**src/rtl/ps2_cmd_queue.sv**
```systemverilog
// Turns held-button vectors from two PS/2 pads into press/auto-repeat events,
// merged round-robin into one FIFO read through a valid/ready handshake.
module ps2_cmd_queue #(
    parameter int unsigned REPEAT_DELAY = 25000000,
    parameter int unsigned REPEAT_RATE  = 5000000,
    parameter logic [9:0]  REPEAT_MASK  = 10'b0011110000,
    parameter int unsigned FIFO_DEPTH   = 8
) (
    input  logic                          clock,
    input  logic                          reset,
    input  logic [9:0]                    c1,
    input  logic [9:0]                    c2,
    output logic                          evt_valid,
    input  logic                          evt_ready,
    output logic                          evt_player,
    output logic [3:0]                    evt_code,
    output logic                          evt_repeat,
    output logic [$clog2(FIFO_DEPTH):0]   evt_count,
    output logic                          overflow,
    output logic [3:0]                    dbg_state
);

    localparam int unsigned TMAX = (REPEAT_DELAY > REPEAT_RATE) ? REPEAT_DELAY : REPEAT_RATE;
    localparam int TW = $clog2(TMAX + 1);
    localparam int AW = $clog2(FIFO_DEPTH);
    localparam int CW = AW + 1;
    localparam logic [TW-1:0] T_DELAY = TW'(REPEAT_DELAY);
    localparam logic [TW-1:0] T_RATE  = TW'(REPEAT_RATE);
    localparam logic [TW-1:0] T_ONE   = TW'(1);

    typedef enum logic [1:0] {IDLE = 2'd0, HELD = 2'd1, REPEAT = 2'd2} state_e;

    // Exactly one bit set yields index+1; anything else reads as released.
    function automatic logic [3:0] decode(input logic [9:0] v);
        logic [3:0] r;
        r = 4'd0;
        if ($onehot(v)) begin
            for (int i = 0; i < 10; i++) begin
                if (v[i]) r = 4'(i + 1);
            end
        end
        return r;
    endfunction

    logic [9:0]    c1_q, c2_q;
    logic [3:0]    code [2];
    state_e        state_q [2], state_d [2];
    logic [TW-1:0] timer_q [2], timer_d [2];
    logic [3:0]    held_q  [2], held_d  [2];
    logic          ev_v    [2];
    logic [5:0]    ev_e    [2];
    logic          pend_v_q [2], pend_v_d [2];
    logic [5:0]    pend_e_q [2], pend_e_d [2];
    logic          grant   [2];
    logic          rr_q, rr_d, ovf_q, ovf_d;
    logic          full, both, push, pop;
    logic [5:0]    push_e;
    logic [5:0]    mem [FIFO_DEPTH];
    logic [AW-1:0] wr_q, wr_d, rd_q, rd_d;
    logic [CW-1:0] cnt_q, cnt_d;

    assign code[0] = decode(c1_q);
    assign code[1] = decode(c2_q);

    always_ff @(posedge clock or negedge reset) begin
        if (!reset) begin
            c1_q  <= '0;
            c2_q  <= '0;
            for (int p = 0; p < 2; p++) begin
                state_q[p]  <= IDLE;
                timer_q[p]  <= '0;
                held_q[p]   <= '0;
                pend_v_q[p] <= 1'b0;
                pend_e_q[p] <= '0;
            end
            rr_q  <= 1'b0;
            ovf_q <= 1'b0;
            wr_q  <= '0;
            rd_q  <= '0;
            cnt_q <= '0;
        end else begin
            c1_q  <= c1;
            c2_q  <= c2;
            for (int p = 0; p < 2; p++) begin
                state_q[p]  <= state_d[p];
                timer_q[p]  <= timer_d[p];
                held_q[p]   <= held_d[p];
                pend_v_q[p] <= pend_v_d[p];
                pend_e_q[p] <= pend_e_d[p];
            end
            rr_q  <= rr_d;
            ovf_q <= ovf_d;
            wr_q  <= wr_d;
            rd_q  <= rd_d;
            cnt_q <= cnt_d;
        end
    end

    // Per-player event FSM; event word is {player, code, repeat}.
    always_comb begin
        for (int p = 0; p < 2; p++) begin
            state_d[p] = state_q[p];
            timer_d[p] = timer_q[p];
            held_d[p]  = held_q[p];
            ev_v[p]    = 1'b0;
            ev_e[p]    = {1'(p), code[p], 1'b0};
            case (state_q[p])
                IDLE: begin
                    if (code[p] != 4'd0) begin
                        ev_v[p]    = 1'b1;
                        timer_d[p] = T_DELAY;
                        held_d[p]  = code[p];
                        state_d[p] = HELD;
                    end
                end
                HELD, REPEAT: begin
                    if (code[p] == 4'd0) begin
                        state_d[p] = IDLE;
                        held_d[p]  = 4'd0;
                    end else if (code[p] != held_q[p]) begin
                        ev_v[p]    = 1'b1;
                        timer_d[p] = T_DELAY;
                        held_d[p]  = code[p];
                        state_d[p] = HELD;
                    end else if (timer_q[p] == T_ONE) begin
                        // Non-repeatable codes park here with the timer saturated at 1.
                        if (state_q[p] == REPEAT || REPEAT_MASK[code[p] - 4'd1]) begin
                            ev_v[p]    = 1'b1;
                            ev_e[p][0] = 1'b1;
                            timer_d[p] = T_RATE;
                            state_d[p] = REPEAT;
                        end
                    end else begin
                        timer_d[p] = timer_q[p] - T_ONE;
                    end
                end
                default: state_d[p] = IDLE;
            endcase
        end
    end

    // Handshake: the head entry transfers on a cycle where evt_valid and evt_ready
    // are both high; evt_* stay stable while evt_valid is high and evt_ready is low.
    always_comb begin
        full     = (cnt_q == CW'(FIFO_DEPTH));
        both     = pend_v_q[0] & pend_v_q[1];
        grant[0] = !full && (both ? !rr_q : pend_v_q[0]);
        grant[1] = !full && (both ?  rr_q : pend_v_q[1]);
        push     = grant[0] | grant[1];
        push_e   = grant[1] ? pend_e_q[1] : pend_e_q[0];
        rr_d     = (push && both) ? ~rr_q : rr_q;
        pop      = (cnt_q != '0) && evt_ready;
        ovf_d    = ovf_q;
        // A slot being granted this cycle can take a new event at the same edge.
        for (int p = 0; p < 2; p++) begin
            pend_v_d[p] = pend_v_q[p] & ~grant[p];
            pend_e_d[p] = pend_e_q[p];
            if (ev_v[p]) begin
                if (pend_v_d[p]) begin
                    ovf_d = 1'b1;
                end else begin
                    pend_v_d[p] = 1'b1;
                    pend_e_d[p] = ev_e[p];
                end
            end
        end
        wr_d  = push ? wr_q + AW'(1) : wr_q;
        rd_d  = pop  ? rd_q + AW'(1) : rd_q;
        cnt_d = cnt_q + CW'(push) - CW'(pop);
    end

    always_ff @(posedge clock) begin
        if (push) mem[wr_q] <= push_e;
    end

    assign evt_valid  = (cnt_q != '0);
    assign evt_player = evt_valid & mem[rd_q][5];
    assign evt_code   = evt_valid ? mem[rd_q][4:1] : 4'd0;
    assign evt_repeat = evt_valid & mem[rd_q][0];
    assign evt_count  = cnt_q;
    assign overflow   = ovf_q;
    assign dbg_state  = {state_q[1], state_q[0]};

endmodule

```
**config.mk**
```make
export PLATFORM = sky130hd
export DESIGN_NAME = ps2_cmd_queue
export DESIGN_NICKNAME = d
export VERILOG_FILES = /design/src/rtl/ps2_cmd_queue.sv
export SDC_FILE = /design/constraint.sdc
export NUM_CORES = 1
export LEC_CHECK = 0
export CAP_MARGIN = 10
export CORE_UTILIZATION = 63
export CTS_BUF_LIST = sky130_fd_sc_hd__clkbuf_4
export CTS_CLUSTER_SIZE = 12
export DETAILED_ROUTE_END_ITERATION = 8
export PLACE_DENSITY = 0.89
export SETUP_SLACK_MARGIN = 0.5
export SYNTH_ARGS = -nofsm -noshare
export SYNTH_HDL_FRONTEND = slang
export SYNTH_SLANG_ARGS = --single-unit
export TNS_END_PERCENT = 20
```
**constraint.sdc**
```tcl
create_clock -name clock -period 6.3 [get_ports clock]
set_input_delay 1.26 -clock clock [delete_from_list [all_inputs] [get_ports clock]]
set_output_delay 1.26 -clock clock [all_outputs]
set_load 0.005 [all_outputs]
```
Yosys cells after proc, flatten, opt, wreduce, memory -nomap -nowiden
Memory sizes are Yosys's and may differ from the RTL's.
Cells that the tools add are included.
W data, S select, Z words.
{ "word_totals": {"ram_bits": 48, "memories": 3, "romBits": 32, "reg_bits": 107} }
{ "classes": {"n_mux": 86, "add_sub_neg": 26, "n_bitwise": 11, "reduce_logical": 27, "n_eq_ne": 23, "magnitude_cmp": 2} }
{ "mem_list": {"columns": ["name", "words", "width", "read_ports", "rd_ports_with_merged_regs", "write_ports", "line", "rtl"], "rows": [
  ["mem", 8, 6, 1, 0, 1, "58", "logic [5:0] mem [FIFO_DEPTH];"],
  ["(no name shown)", 16, 1, 1, 0, 0, "127", "if (state_q[p] == REPEAT || REPEAT_MASK[code[p] - 4'd1]) begin"],
  ["(no name shown)", 16, 1, 1, 0, 0, "127", null]
]} }
{ "ops": {"columns": ["op", "count"], "rows": [
  ["$mux W25", 10],
  ["$mux W4", 27],
  ["$pmux W25 S2", 2],
  ["$eq A25 B1 Y1 const B", 2],
  ["$sub A25 B1 Y25 const B", 2],
  ["$mux W1", 30],
  ["$ne A4 B4 Y1 const B", 6],
  ["$add A1 B1 Y2", 10],
  ["$mux W2", 10],
  ["$pmux W4 S2", 2],
  ["$add A2 B2 Y3", 4],
  ["$reduce_and A3 Y1", 4],
  ["$reduce_bool A4 Y1", 3],
  ["$lt A4 B5 Y1 const B", 2],
  ["$add A3 B3 Y4", 2],
  ["$add A4 B2 Y4", 2],
  ["$eq A4 B1 Y1 const B", 2],
  ["$logic_not A4 Y1", 2],
  ["$ne A2 B2 Y1 const B", 4],
  ["$ne A4 B4 Y1", 2],
  ["$pmux W2 S2", 2],
  ["$reduce_and A4 Y1", 2],
  ["$sub A4 B1 Y4 const B", 2],
  ["$add A3 B1 Y3 const B", 2],
  ["other kinds (18)", 39]
]} }

Logic depth before layout (Yosys ltp)
Gate-level depths: netlist (run 1).
{ "depth": {"ltp_word": 23, "ltp_mapped": 17, "mapped_depth_nobuf": 15} }

Worst setup path before layout (run 1)
Ideal clock, no wire load.
{ "synth_timing": {"path_type": "register -> register", "start": "register c2_q[0]", "end": "register timer_q[19] (netlist bit)", "setup_slack_ps": 1375, "stages_incl_launch_ff": 17, "period_less_slack_ps": 4925, "n_path_buf": 1, "t_arrival_ps": 4805, "path_cell_list": "dfrtp_1 > fa_1 > fa_1 > inv_1 > fa_1 > inv_1 > ha_1 > inv_1 > fa_1 > a2111oi_0 > o211ai_1 > nor4_1 > o22ai_1 > nor3_1 > clkbuf_1 > nand4_1 > o211a_1"} }
{ "synth_via": {"elab_chain_len": 17, "word_cells_on_any_way": 30, "classes_between": "add/sub (5); eq/ne (5); mux (15); reduce/logical (4); memory (1)"} }
{ "synth_lines": {"columns": ["element", "line", "rtl"], "rows": [
  ["from (decl)", "45", "logic [9:0] c1_q, c2_q;"],
  ["from (signal assigned)", "68", "c2_q <= '0;"],
  ["from (signal assigned)", "83", "c2_q <= c2;"],
  ["branches (longest 10 deep; another with $add A3 B3 Y4)", null, null],
  ["$mux W4 (*)", "37", "if ($onehot(v)) begin"],
  ["$sub A4 B1 Y4", "127", null],
  ["$mem_v2 Z16 W1", null, null],
  ["$mux W1 (implied by the code)", "127", null],
  ["$logic_or A1 B1 Y1", "127", null],
  ["$ne A4 B4 Y1 (no source line)", null, null],
  ["$reduce_and A4 Y1 (no source line)", null, null],
  ["to (signal, indexed assignment)", "86", "timer_q[p] <= timer_d[p];"],
  ["to (decl)", "48", "logic [TW-1:0] timer_q [2], timer_d [2];"]
]} }
Mark *: on every way between the ends. The select of a mux whose other input is x is not followed.
A chain may end at the register's enable or synchronous reset.

Final worst setup path (run 1)
{ "layout_timing": {"start": "register c2_q[9]", "end": "register pend_e_q[0] (netlist bit)"} }
{ "layout_via": {"elab_chain_len": 14, "word_cells_on_any_way": 22, "classes_between": "add/sub (3); eq/ne (2); mux (12); reduce/logical (4); memory (1)"} }
{ "layout_lines": {"columns": ["element", "line", "rtl"], "rows": [
  ["$add A1 B1 Y2 (implied by the code)", "37", null],
  ["$add A4 B2 Y4 (implied by the code)", "37", null],
  ["$eq A4 B1 Y1", "37", null],
  ["$mux W4 (*)", "37", null],
  ["$sub A4 B1 Y4", "127", null],
  ["$mem_v2 Z16 W1", null, null],
  ["$mux W1 (implied by the code)", "127", null],
  ["$logic_or A1 B1 Y1", "127", null],
  ["$mux W1", "127", null],
  ["$mux W1", "125", "end else if (timer_q[p] == T_ONE) begin"],
  ["$mux W1", "120", "end else if (code[p] != held_q[p]) begin"],
  ["$mux W1", "117", "if (code[p] == 4'd0) begin"],
  ["$pmux W1 S2", "107", "case (state_q[p])"],
  ["$reduce_and A2 Y1 (no source line)", null, null],
  ["to (signal, indexed assignment)", "89", "pend_e_q[p] <= pend_e_d[p];"],
  ["to (decl)", "53", "logic [5:0] pend_e_q [2], pend_e_d [2];"]
]} }
Every way passes the cells marked *; elsewhere a longest branch is shown, timed or not. The select of a mux whose other input is x is not followed.

==> metrics.md, run 1 <==
| Metric | Value |
|---|---|
| Status | `complete, no violations` |
| Share of post-route cells with drive strength above 1 | `10.9%` |
| Footprint of the multi-input gates | `3960 sq um` |
| Slew Limit Fails | `0` |
| Cell area after placement | `8940 sq um` |
| Max Clock Skew | `0.0209 ns` |
| Fin. Hold Viols | `0` |
| Die width | `117 um` |
| Max Clock Freq | `184 MHz` |
| Synthesized area divided by synthesized cell count | `10.9 sq um` |
| Number of nets in the finished design | `870` |
| Synthesized netlist net count | `826` |
| Min Tclk post-route | `5.43 ns` |
| Post-synthesis sequential area ratio | `49.2%` |
| Total Wirelength | `18900 um` |
| Most frequently used cell type in the post-synthesis netlist | `sky130_fd_sc_hd__dfrtp_1` |
| Arrival time of data at the critical path endpoint | `5.87 ns` |
| Worst hold path startpoint | `pend_e_q[5]` |
| Depth of the most critical reg-to-reg path | `15` |
| Top-area cell type share of the netlist area | `32.0%` |
| Total standard cell area after synthesis | `8360 sq um` |
| Number of max-cap violations | `0` |
| Start-to-end type of the worst setup path | `flop to flop` |
| Total CTS buffers | `17` |
| Total global routing overflow | `0` |
| Final standard cell area without fillers | `9290 sq um` |
| Register-to-register setup slack | `0.87 ns` |
| Post-route fraction of the period consumed by the critical path | `86.2%` |
| Worst Hold Class | `flop to flop` |
| Fill cell total of the finished layout | `848` |
| Transition time of the tightest slew-check pin | `1.25 ns` |
| First-pass iteration count of the detailed router | `5` |
| Number of remaining DRC errors | `0` |
| Length of routed met3 wiring | `1260 um` |
| Final HPWL from detailed placement | `13500 um` |
| Number of routed nets with antenna violations | `0` |
| Most frequent cells after synthesis | `sky130_fd_sc_hd__dfrtp_1 (107), sky130_fd_sc_hd__inv_1 (61), sky130_fd_sc_hd__nor2_1 (52), sky130_fd_sc_hd__edfxtp_1 (48), sky130_fd_sc_hd__nand2_1 (47)` |
| Count of cell types in the netlist | `72` |
| RSZ-0062 raised after global routing | `false` |
| DRT iter0 DRCs | `576` |
| Total of flip-flops plus latches after synthesis | `155` |
| CTS root buf | `sky130_fd_sc_hd__clkbuf_4` |
| Met1 wire length | `7850 um` |
| Buffers added on ports | `38` |
| Sort of element at the end of the critical path | `flop` |
| Post-synthesis cell type with the largest combined area | `sky130_fd_sc_hd__dfrtp_1` |
| TritonCTS clock tree | `yes` |
| Setup Viol. Count Final | `0` |
| LEAKAGE | `3.66 nW` |
| Worst-case vdd ir drop | `232 uV` |
| Number of placement rows | `41` |
| Clock latency reported for the late side of the worst-skew pair | `0.55 ns` |
| Kind of start point of the critical path | `flop` |
| Reg clk slew, reported paths | `0.13 ns` |
| Post-Syn Instances | `766` |
| Rel. slew slack | `15.8%` |
| Setup Total Neg Slack | `0 ns` |
| Critical Path RT | `6.75 ns` |
| Most used flip-flop cell after synthesis | `sky130_fd_sc_hd__dfrtp_1` |
| Die Span Y | `117 um` |
| Average wire length per cell after detail routing | `19.0 um` |
| Area grow syn2layout | `11.1%` |
| Core area | `12800 sq um` |
| Number of H-tree branching levels | `4` |
| Overall Global Routing Usage | `29.3%` |
| Largest net degree at the start of global routing | `66` |
| Met2 WL | `9510 um` |
| Vias in the first global route | `6370` |
| Starting density of the core | `65.5%` |
| Hold Crit Depth | `2` |
| Max Buffers Root-to-Sink | `2` |
| Number of enable flip-flop cells after synthesis | `48` |
| Worst-case hold path end point | `pend_e_q[5]` |
| Reg-to-Reg Start | `c2_q[9]` |
| Number of primary I/O pins | `39` |
| Area taken by flip-flops and latches | `4120 sq um` |
| Via density per instance | `6.58` |
| RD Place Congestion | `0.881` |
| Ranking of synthesized cells by area | `sky130_fd_sc_hd__dfrtp_1 (32%), sky130_fd_sc_hd__edfxtp_1 (17%), sky130_fd_sc_hd__ha_1 (3.6%)` |
| Ant. Diodes | `0` |
| Top fanout value on the critical path | `9` |
| Top routing layer used | `met4` |
| Number of sinks handled by clock tree synthesis | `155` |
| Via Count | `6549` |
| Initial antenna violation count | `0` |
| Power density over the cells | `425 nW/um^2` |
| Share of synthesized flip-flops with an asynchronous set or reset | `69.0%` |
| Tot Pwr | `0.00395 W` |
| Capture instance of the worst register-to-register path | `pend_e_q[0]` |
| Total Die Area | `13700 sq um` |
| Number of synthesis warnings | `0` |
| Wire length of the first global-routing pass | `30600 um` |
## worst max-delay path by stage
stage | start | endpoint | slack (ns) | depth (start not counted)
after floorplan | c2_q[0] | timer_q[19] | 1.37 | 16
after global placement | c2_q[0] | timer_q[10] | 1.00 | 15
after detailed placement | c2_q[5] | timer_q[10] | 0.60 | 15
after CTS | c2_q[5] | timer_q[10] | 0.61 | 15
after global routing | c2_q[5] | timer_q[10] | 0.56 | 15
final | c2_q[9] | pend_e_q[0] | 0.87 | 15
## placed cells by master, fill, tap and decap left out, drive strengths merged, types with 6 or more instances in the layout
cell type,count
buf,8
o211a,6
a221o,6
nand4,7
o21a,7
inv,64
nor4,14
nor2,52
nand2b,10
mux4,12
mux2i,12
dfrtp,107
fa,13
mux2,20
and2,8
or4,11
clkdlybuf4s50,37
nor3,40
o21ai,36
ha,24
o31ai,15
o22ai,9
xnor2,6
a211o,8
clkbuf,21
or3,24
nand2,47
nor3b,6
nand3,25
a211oi,15
edfxtp,48
a21oi,24
## registers in the layout, summed over array words and instances (netlist names)
| signal | flops |
|---|---|
| c1_q | 10 |
| c2_q | 10 |
| overflow | 1 |
| pend_e_q | 11 |
| pend_v_q | 2 |
| timer_q | 50 |
| dbg_state | 4 |
| rd_q | 3 |
| mem | 48 |
| held_q | 8 |
| rr_q | 1 |
| wr_q | 3 |
| evt_count | 4 |
## logic make-up (layout without fill, tap and decap cells)
logic type	count (synthesis)	after routing	share of synthesized area, %
AND/OR/NAND/NOR	260	260	16.2
AO/OA/AOI/OAI	180	180	16.0
flip-flops	155	155	49.2
buffers and inverters	82	139	3.72
multiplexers	44	44	7.36
adder cells (fa/ha/maj)	37	37	6.70
XOR/XNOR	8	8	0.838
## per-stage QoR
step	hold slack, ns	worst slack [ns]	cells	utilization [%]
6_report	0.498	0.872	995	72.7
3_5_place_dp	0.477	0.605	963	70.0
2_1_floorplan	0.415	1.37	766	-
3_3_place_gp	0.433	1.00	963	70.0
5_1_grt	0.524	0.559	995	72.7
4_1_cts	0.505	0.605	995	72.5
## where the power goes
part	switching (W)	internal (W)
sequential	0.000232	0.00127
clock	0.000341	0.000335
combinational	0.00103	0.000740
total	0.00160	0.00235
## what timing repair did
action | 4_1_cts | 5_1_grt
setup buffers | 0 | 0
setup endpoints to repair | 0 | 33
resized for setup | 0 | 4
hold buffers | 0 | 0
## cell type report
cell class	instances	area share (%)
Sequential cell	155	44.3
Multi-Input combinational cell	529	42.7
Timing Repair Buffer	45	4.63
Inverter	62	2.51
Tap cell	172	2.32
Clock inverter	11	1.85
Clock buffer	21	1.70
## per-layer routing
| layer | global-route usage (%) | up-vias |
|---|---|---|
| li1 | - | 2981 |
| met5 | 0 | - |
| met3 | 6.28 | 39 |
| met4 | 10.5 | 0 |
| met2 | 49.5 | 316 |
| met1 | 37.6 | 3213 |
## critical path, cell delays in order, from the launching register on
cell and delay (ns):
sky130_fd_sc_hd__dfrtp_1 0.52, sky130_fd_sc_hd__fa_1 0.49, sky130_fd_sc_hd__fa_1 0.49, sky130_fd_sc_hd__inv_1 0.05, sky130_fd_sc_hd__fa_1 0.42, sky130_fd_sc_hd__inv_1 0.07, sky130_fd_sc_hd__ha_1 0.15, sky130_fd_sc_hd__inv_1 0.05
sky130_fd_sc_hd__fa_1 0.37, sky130_fd_sc_hd__a2111oi_0 0.50, sky130_fd_sc_hd__o211ai_1 0.37, sky130_fd_sc_hd__nor4_4 0.49, sky130_fd_sc_hd__o22a_1 0.45, sky130_fd_sc_hd__a41oi_4 0.20, sky130_fd_sc_hd__o2111ai_4 0.34, sky130_fd_sc_hd__mux2_2 0.38
No activity file was read; power rests on OpenSTA's default activity.
==> inputs of run 2 (changes only) <==
--- a/config.mk
+++ b/config.mk
@@ -11,6 +11,7 @@
 export CTS_CLUSTER_SIZE = 12
 export DETAILED_ROUTE_END_ITERATION = 8
 export PLACE_DENSITY = 0.89
+export REMOVE_ABC_BUFFERS = 1
 export SETUP_SLACK_MARGIN = 0.5
 export SYNTH_ARGS = -nofsm -noshare
 export SYNTH_HDL_FRONTEND = slang
==> constraint.sdc (replaced) <==
create_clock -name clock -period 5.75 [get_ports clock]
set_input_delay 1.15 -clock clock [delete_from_list [all_inputs] [get_ports clock]]
set_output_delay 1.15 -clock clock [all_outputs]
set_load 0.005 [all_outputs]
==> run 2 against run 1 <==
Compared with the run above: critical path type unchanged; core utilization fell by 0.24 points; setup slack worse by 0.20 ns; register-to-register slack worse by 0.20 ns; first-iteration DRC count decreased by 2.1%; clock power fell by 7.8%; global-route usage is 0.63 points lower; combinational power rose by 11%; hold slack improved by 0.0068 ns; power up 6.9%; largest power group unchanged.
==> metrics.md, run 2 (synthesis results as in run 1) <==
| Metric | Value |
|---|---|
| Status | `complete, no violations` |
| Overall Global Routing Usage | `28.7%` |
| Max Clock Skew | `0.0359 ns` |
| Final HPWL from detailed placement | `13200 um` |
| Via Count | `6466` |
| Start-to-end type of the worst setup path | `flop to flop` |
| Rel. slew slack | `22.2%` |
| Post-route fraction of the period consumed by the critical path | `88.4%` |
| Max Buffers Root-to-Sink | `2` |
| Number of H-tree branching levels | `4` |
| Commonest non-fill, non-tap cells in the layout | `sky130_fd_sc_hd__dfrtp_1 (107), sky130_fd_sc_hd__inv_1 (61), sky130_fd_sc_hd__nor2_1 (52), sky130_fd_sc_hd__edfxtp_1 (48), sky130_fd_sc_hd__nand2_1 (45)` |
| TritonCTS clock tree | `yes` |
| Die width | `117 um` |
| DRT iter0 DRCs | `564` |
| Reg-to-Reg Start | `c1_q[3]` |
| Total CTS buffers | `17` |
| Min Tclk post-route | `5.08 ns` |
| Share of post-route cells with drive strength above 1 | `11.7%` |
| Largest register by flop count | `timer_q` |
| Sort of element at the end of the critical path | `flop` |
| Setup Total Neg Slack | `0 ns` |
| Largest net degree at the start of global routing | `58` |
| Via density per instance | `6.48` |
| Number of nets in the finished design | `873` |
| RD Place Congestion | `0.896` |
| Total Wirelength | `18400 um` |
| Core area | `12800 sq um` |
| Max Clock Freq | `197 MHz` |
| Number of remaining DRC errors | `0` |
| Internal power of the cells | `0.00244 W` |
| Kind of start point of the critical path | `flop` |
| Area grow syn2layout | `10.7%` |
| LEAKAGE | `3.63 nW` |
| First-pass iteration count of the detailed router | `5` |
| Registers with the most flip-flops | `timer_q x50, mem x48, pend_e_q x11` |
| Setup Viol. Count Final | `0` |
| Final standard cell area without fillers | `9260 sq um` |
| Number of flip-flops under the largest register name | `50` |
| Ant. Diodes | `0` |
| Slew Limit Fails | `0` |
| Clock latency reported for the late side of the worst-skew pair | `0.57 ns` |
| Initial antenna violation count | `0` |
| Reg clk slew, reported paths | `0.13 ns` |
| Buffers added on ports | `38` |
| Sequential group share of total power | `38.9%` |
| Clk network pwr share | `14.8%` |
| Top fanout value on the critical path | `16` |
| Number of routed nets with antenna violations | `0` |
| Arrival time of data at the critical path endpoint | `5.52 ns` |
| Total net switching power | `0.00178 W` |
| CTS root buf | `sky130_fd_sc_hd__clkbuf_4` |
| Worst Setup SP | `c1_q[3]` |
| Critical Path RT | `6.19 ns` |
| Average wire length per cell after detail routing | `18.4 um` |
| Number of primary I/O pins | `39` |
| Fin. Hold Viols | `0` |
| Depth of the most critical reg-to-reg path | `16` |
| Most common library cell in the layout ignoring fill and taps | `sky130_fd_sc_hd__dfrtp_1` |
| Number of sinks handled by clock tree synthesis | `155` |
| Vias in the first global route | `6199` |
| Starting density of the core | `65.5%` |
| End point of the critical path | `timer_q[48]` |
| Total Die Area | `13700 sq um` |
| RSZ-0062 raised after global routing | `true` |
| Power density over the cells | `456 nW/um^2` |
| Fill cell total of the finished layout | `860` |
| Transition time of the tightest slew-check pin | `1.16 ns` |
| Proportion of power drawn by combinational gates | `46.4%` |
| Worst-case vdd ir drop | `272 uV` |
| Worst Hold Class | `flop to flop` |
| Wire length of the first global-routing pass | `29800 um` |
| Total global routing overflow | `0` |
| Number of max-cap violations | `0` |
| Register-to-register setup slack | `0.67 ns` |
| Sw Share | `42.1%` |
| Cell area after placement | `8950 sq um` |
| Footprint of the multi-input gates | `3980 sq um` |
| Capture instance of the worst register-to-register path | `timer_q[48]` |
| Number of buffers inserted for hold repair after clock tree synthesis | `0` |
| Number of placement rows | `41` |
| Area taken by flip-flops and latches | `4120 sq um` |
| Die Span Y | `117 um` |
## run 2: changes by cell type in the layout (fill, tap and decap cells not counted), moves of 2 or more
cell / delta
sky130_fd_sc_hd__buf_4: +3
sky130_fd_sc_hd__bufinv_16: -3
sky130_fd_sc_hd__clkbuf_4: -2
sky130_fd_sc_hd__clkinv_1: +2
sky130_fd_sc_hd__clkinvlp_4: +2
sky130_fd_sc_hd__nor4_1: +2
## run 2: how the worst min path moves through the flow
stage | start | to | slack (ns) | cells after the start
after detailed placement | pend_e_q[5] | pend_e_q[5] | 0.47 | 2
after floorplan | pend_e_q[5] | pend_e_q[5] | 0.41 | 2
after global placement | pend_e_q[5] | pend_e_q[5] | 0.43 | 2
after global routing | pend_e_q[5] | pend_e_q[5] | 0.51 | 2
after CTS | pend_e_q[5] | pend_e_q[5] | 0.50 | 2
final | rr_q | rr_q | 0.51 | 1
## run 2: per-layer routing
layer	global-route usage [%]	routed length [um]
met5	0	0
met3	6.95	1260
met2	49.1	9300
met4	7.59	316
met1	36.7	7510
## run 2: stage by stage
stage                     hold slack [ns]  utilization, %  instances  setup slack [ns]  power (W)
after CTS                           0.501            72.1        997             0.484    0.00417
after detailed placement            0.471            70.0        965             0.430    0.00354
after global placement              0.432            70.0        965             0.665    0.00342
final                               0.505            72.5        998             0.669    0.00422
after global routing                0.512            72.5        998             0.426    0.00452
after floorplan                     0.415               -        746             0.389    0.00290
## run 2: area by class of cell
type | instances | share of cell area (%)
flip-flops and latches | 155 | 44.5
multi-input cells | 529 | 43.0
repair buffers | 48 | 4.89
inverters | 62 | 2.51
well taps | 172 | 2.32
clock buffers | 19 | 1.54
clock inverters | 13 | 1.26
## run 2: what timing repair did
item / in CTS / in global routing
gates resized for setup: 2 / 10
pin swaps: 0 / 1
setup endpoints to repair: 21 / 56
buffers inserted: 0 / 1
## run 2: power by group through the flow
stage                     Combinational [W]  Sequential (W)  Clock (W)
after floorplan                     0.00131         0.00159          0
after CTS                           0.00190         0.00163   0.000631
after detailed placement            0.00188         0.00166          0
after global routing                0.00216         0.00167   0.000684
after global placement              0.00178         0.00163          0
final                               0.00196         0.00164   0.000623
## run 2: critical path, cell delays in order, from the launching register on
cell and delay (ns):
sky130_fd_sc_hd__dfrtp_1 0.46, sky130_fd_sc_hd__fa_1 0.49, sky130_fd_sc_hd__fa_1 0.52, sky130_fd_sc_hd__inv_1 0.05, sky130_fd_sc_hd__fa_1 0.43, sky130_fd_sc_hd__inv_1 0.07, sky130_fd_sc_hd__ha_1 0.15, sky130_fd_sc_hd__inv_1 0.05
sky130_fd_sc_hd__fa_1 0.37, sky130_fd_sc_hd__a211oi_1 0.26, sky130_fd_sc_hd__o2111ai_1 0.24, sky130_fd_sc_hd__buf_4 0.23, sky130_fd_sc_hd__or4_1 0.55, sky130_fd_sc_hd__o211a_1 0.17, sky130_fd_sc_hd__nand3_1 0.21, sky130_fd_sc_hd__o21ai_2 0.28
sky130_fd_sc_hd__a221o_1 0.44
==> inputs of run 3 (changes only) <==
--- a/config.mk
+++ b/config.mk
@@ -6,6 +6,7 @@
 export NUM_CORES = 1
 export LEC_CHECK = 0
 export CAP_MARGIN = 10
+export CORE_MARGIN = 8
 export CORE_UTILIZATION = 63
 export CTS_BUF_LIST = sky130_fd_sc_hd__clkbuf_4
 export CTS_CLUSTER_SIZE = 12
==> run 3 against run 2 <==
Compared with the run above: register-to-register slack lost 0.05 ns; hold slack worse by 0.031 ns; global-route usage decreased by 6.2 points; wire length grew 2.7%; largest cell class unchanged; critical path depth is 1 lower; clock skew is 0.014 ns lower; setup slack got worse by 0.049 ns; sequential cell count did not move; sequential share of layout area down 0.58 points.
==> metrics.md, run 3 (synthesis results as in run 1) <==
| Metric | Value |
|---|---|
| Status | `complete, no violations` |
| Transition time of the tightest slew-check pin | `1.18 ns` |
| Buffers added on ports | `38` |
| Critical Path RT | `6.19 ns` |
| TritonCTS clock tree | `yes` |
| Share of post-route cells with drive strength above 1 | `12.1%` |
| Total CTS buffers | `17` |
| Worst Setup SP | `c1_q[9]` |
| First-pass iteration count of the detailed router | `8` |
| Core utilization of the finished layout | `71.7%` |
| Final HPWL from detailed placement | `13300 um` |
| Number of routed nets with antenna violations | `0` |
| Total Die Area | `17200 sq um` |
| Largest register by flop count | `timer_q` |
| Worst hold path startpoint | `pend_e_q[5]` |
| Number of max-cap violations | `0` |
| Cell family contributing the most delay on the critical path | `adder cells` |
| Inst Count DP | `969` |
| Cells along the critical path | `fa_1 -> fa_1 -> inv_1 -> fa_1 -> inv_1 -> ha_1 -> inv_1 -> fa_1 -> a211oi_1 -> o2111ai_1 -> nor3_1 -> xnor2_1 -> nand2_1 -> o311ai_2 -> mux2_2` |
| Max Clock Skew | `0.0218 ns` |
| Sort of element at the end of the critical path | `flop` |
| Max Buffers Root-to-Sink | `2` |
| Starting density of the core | `63.9%` |
| Number of primary I/O pins | `39` |
| Worst Hold Class | `flop to flop` |
| Total net switching power | `0.00180 W` |
| Total global routing overflow | `0` |
| Setup Total Neg Slack | `0 ns` |
| Final standard cell area without fillers | `9380 sq um` |
| Cell area after placement | `8950 sq um` |
| Via Count | `6584` |
| Setup Viol. Count Final | `0` |
| Proportion of power drawn by combinational gates | `44.4%` |
| Sw Share | `40.7%` |
| Most numerous cell on the critical path | `sky130_fd_sc_hd__fa_1` |
| Clock latency reported for the late side of the worst-skew pair | `0.56 ns` |
| Commonest non-fill, non-tap cells in the layout | `sky130_fd_sc_hd__dfrtp_1 (107), sky130_fd_sc_hd__inv_1 (61), sky130_fd_sc_hd__nor2_1 (52), sky130_fd_sc_hd__edfxtp_1 (48), sky130_fd_sc_hd__nand2_1 (45)` |
| Wire length of the first global-routing pass | `32200 um` |
| Total Wirelength | `18900 um` |
| Number of H-tree branching levels | `4` |
| CTS root buf | `sky130_fd_sc_hd__clkbuf_4` |
| Average wire length per cell after detail routing | `18.8 um` |
| Fin. Hold Viols | `0` |
| RSZ-0062 raised after global routing | `true` |
| Kind of start point of the critical path | `flop` |
| DRT iter0 DRCs | `874` |
| Most common library cell in the layout ignoring fill and taps | `sky130_fd_sc_hd__dfrtp_1` |
| Largest net degree at the start of global routing | `73` |
| Ant. Diodes | `0` |
| Tot Pwr | `0.00443 W` |
| Worst-case vdd ir drop | `229 uV` |
| Power density over the cells | `472 nW/um^2` |
| Number of sinks handled by clock tree synthesis | `155` |
| Number of flip-flops under the largest register name | `50` |
| RD Place Congestion | `0.942` |
| Area grow syn2layout | `12.1%` |
| Die width | `131 um` |
| Die Span Y | `131 um` |
| Reg-to-Reg Start | `c1_q[9]` |
| Registers with the most flip-flops | `timer_q x50, mem x48, pend_e_q x11` |
| Overall Global Routing Usage | `22.5%` |
| Reg clk slew, reported paths | `0.14 ns` |
| Largest stage delay, worst path | `0.54 ns` |
| Number of remaining DRC errors | `0` |
| Clk network pwr share | `18.6%` |
| Post-route fraction of the period consumed by the critical path | `89.2%` |
| Via density per instance | `6.56` |
| Core area | `13100 sq um` |
| Arrival time of data at the critical path endpoint | `5.57 ns` |
| Min Tclk post-route | `5.13 ns` |
| Number of placement rows | `42` |
| Vias in the first global route | `6592` |
| Number of nets in the finished design | `874` |
| LEAKAGE | `3.70 nW` |
| Rel. slew slack | `20.8%` |
| Max Clock Freq | `195 MHz` |
| Top fanout value on the critical path | `7` |
| Start-to-end type of the worst setup path | `flop to flop` |
| Crit path buffers/inverters | `3` |
| Layout Cells excl Fill | `1003` |
| Slew Limit Fails | `0` |
| Sequential group share of total power | `37.0%` |
| Initial antenna violation count | `0` |
| Internal power of the cells | `0.00263 W` |
| Master of the slowest instance on the critical path | `sky130_fd_sc_hd__o311ai_2` |
-- run 3: cell count changes in the layout (fill, tap and decap cells not counted), moves of 2 or more --
cell                         before  now
sky130_fd_sc_hd__bufinv_16        1    5
sky130_fd_sc_hd__clkinv_1         3    1
sky130_fd_sc_hd__inv_8            0    2
sky130_fd_sc_hd__clkinvlp_4       4    0
-- run 3: per-layer routing --
layer,part of all wire (%),GRT usage (%),vias to the layer above
li1,-,-,2994
met1,41,28.2,3217
met2,50,37.2,310
met3,6.3,4.73,63
met4,2.5,9.36,0
met5,0,0,-
-- run 3: what timing repair did --
item	4_1_cts	5_1_grt
pin swaps	0	2
resized for setup	1	11
setup buffers	0	2
setup endpoints to repair	27	58
hold buffers	0	0
-- run 3: final timing paths --
check	cells past startpoint	end	slack (ns)
setup reg to reg	15	pend_e_q[10]	0.62
max in group asynchronous	2	timer_q[45]	4.00
min in group asynchronous	1	c2_q[0]	0.70
hold reg to reg	2	pend_e_q[5]	0.47
setup / recovery	15	pend_e_q[10]	0.62
hold / removal	2	pend_e_q[5]	0.47
-- run 3: final cells by class --
class / instances / area [sq um]
tap: 176 / 220
clock inverter: 14 / 230
sequential: 155 / 4120
multi-input combinational: 529 / 3980
clock buffer: 18 / 135
fill: 890 / 3710
inverter: 62 / 233
timing repair buffer: 49 / 460
-- run 3: worst register-to-register path: stages (launching register included) --
cell,delay (ns)
sky130_fd_sc_hd__dfrtp_1,0.49
sky130_fd_sc_hd__fa_1,0.47
sky130_fd_sc_hd__fa_1,0.49
sky130_fd_sc_hd__inv_1,0.05
sky130_fd_sc_hd__fa_1,0.42
sky130_fd_sc_hd__inv_1,0.07
sky130_fd_sc_hd__ha_1,0.16
sky130_fd_sc_hd__inv_1,0.05
sky130_fd_sc_hd__fa_1,0.39
sky130_fd_sc_hd__a211oi_1,0.27
sky130_fd_sc_hd__o2111ai_1,0.25
sky130_fd_sc_hd__nor3_1,0.47
sky130_fd_sc_hd__xnor2_1,0.30
sky130_fd_sc_hd__nand2_1,0.19
sky130_fd_sc_hd__o311ai_2,0.54
sky130_fd_sc_hd__mux2_2,0.41
-- run 3: metrics by stage --
| step | hold WS, ns | worst slack [ns] |
|---|---|---|
| after floorplan | 0.415 | 0.389 |
| after global placement | 0.427 | 0.660 |
| after detailed placement | 0.441 | 0.339 |
| after CTS | 0.476 | 0.341 |
| after global routing | 0.516 | 0.429 |
| final | 0.475 | 0.619 |
-- run 3: power groups by stage --
stage / sequential [W] / clock [W] / combinational (W)
after floorplan: 0.00159 / 0 / 0.00131
final: 0.00164 / 0.000824 / 0.00197
after detailed placement: 0.00166 / 0 / 0.00188
after CTS: 0.00163 / 0.000836 / 0.00190
after global routing: 0.00168 / 0.000886 / 0.00215
after global placement: 0.00163 / 0 / 0.00179
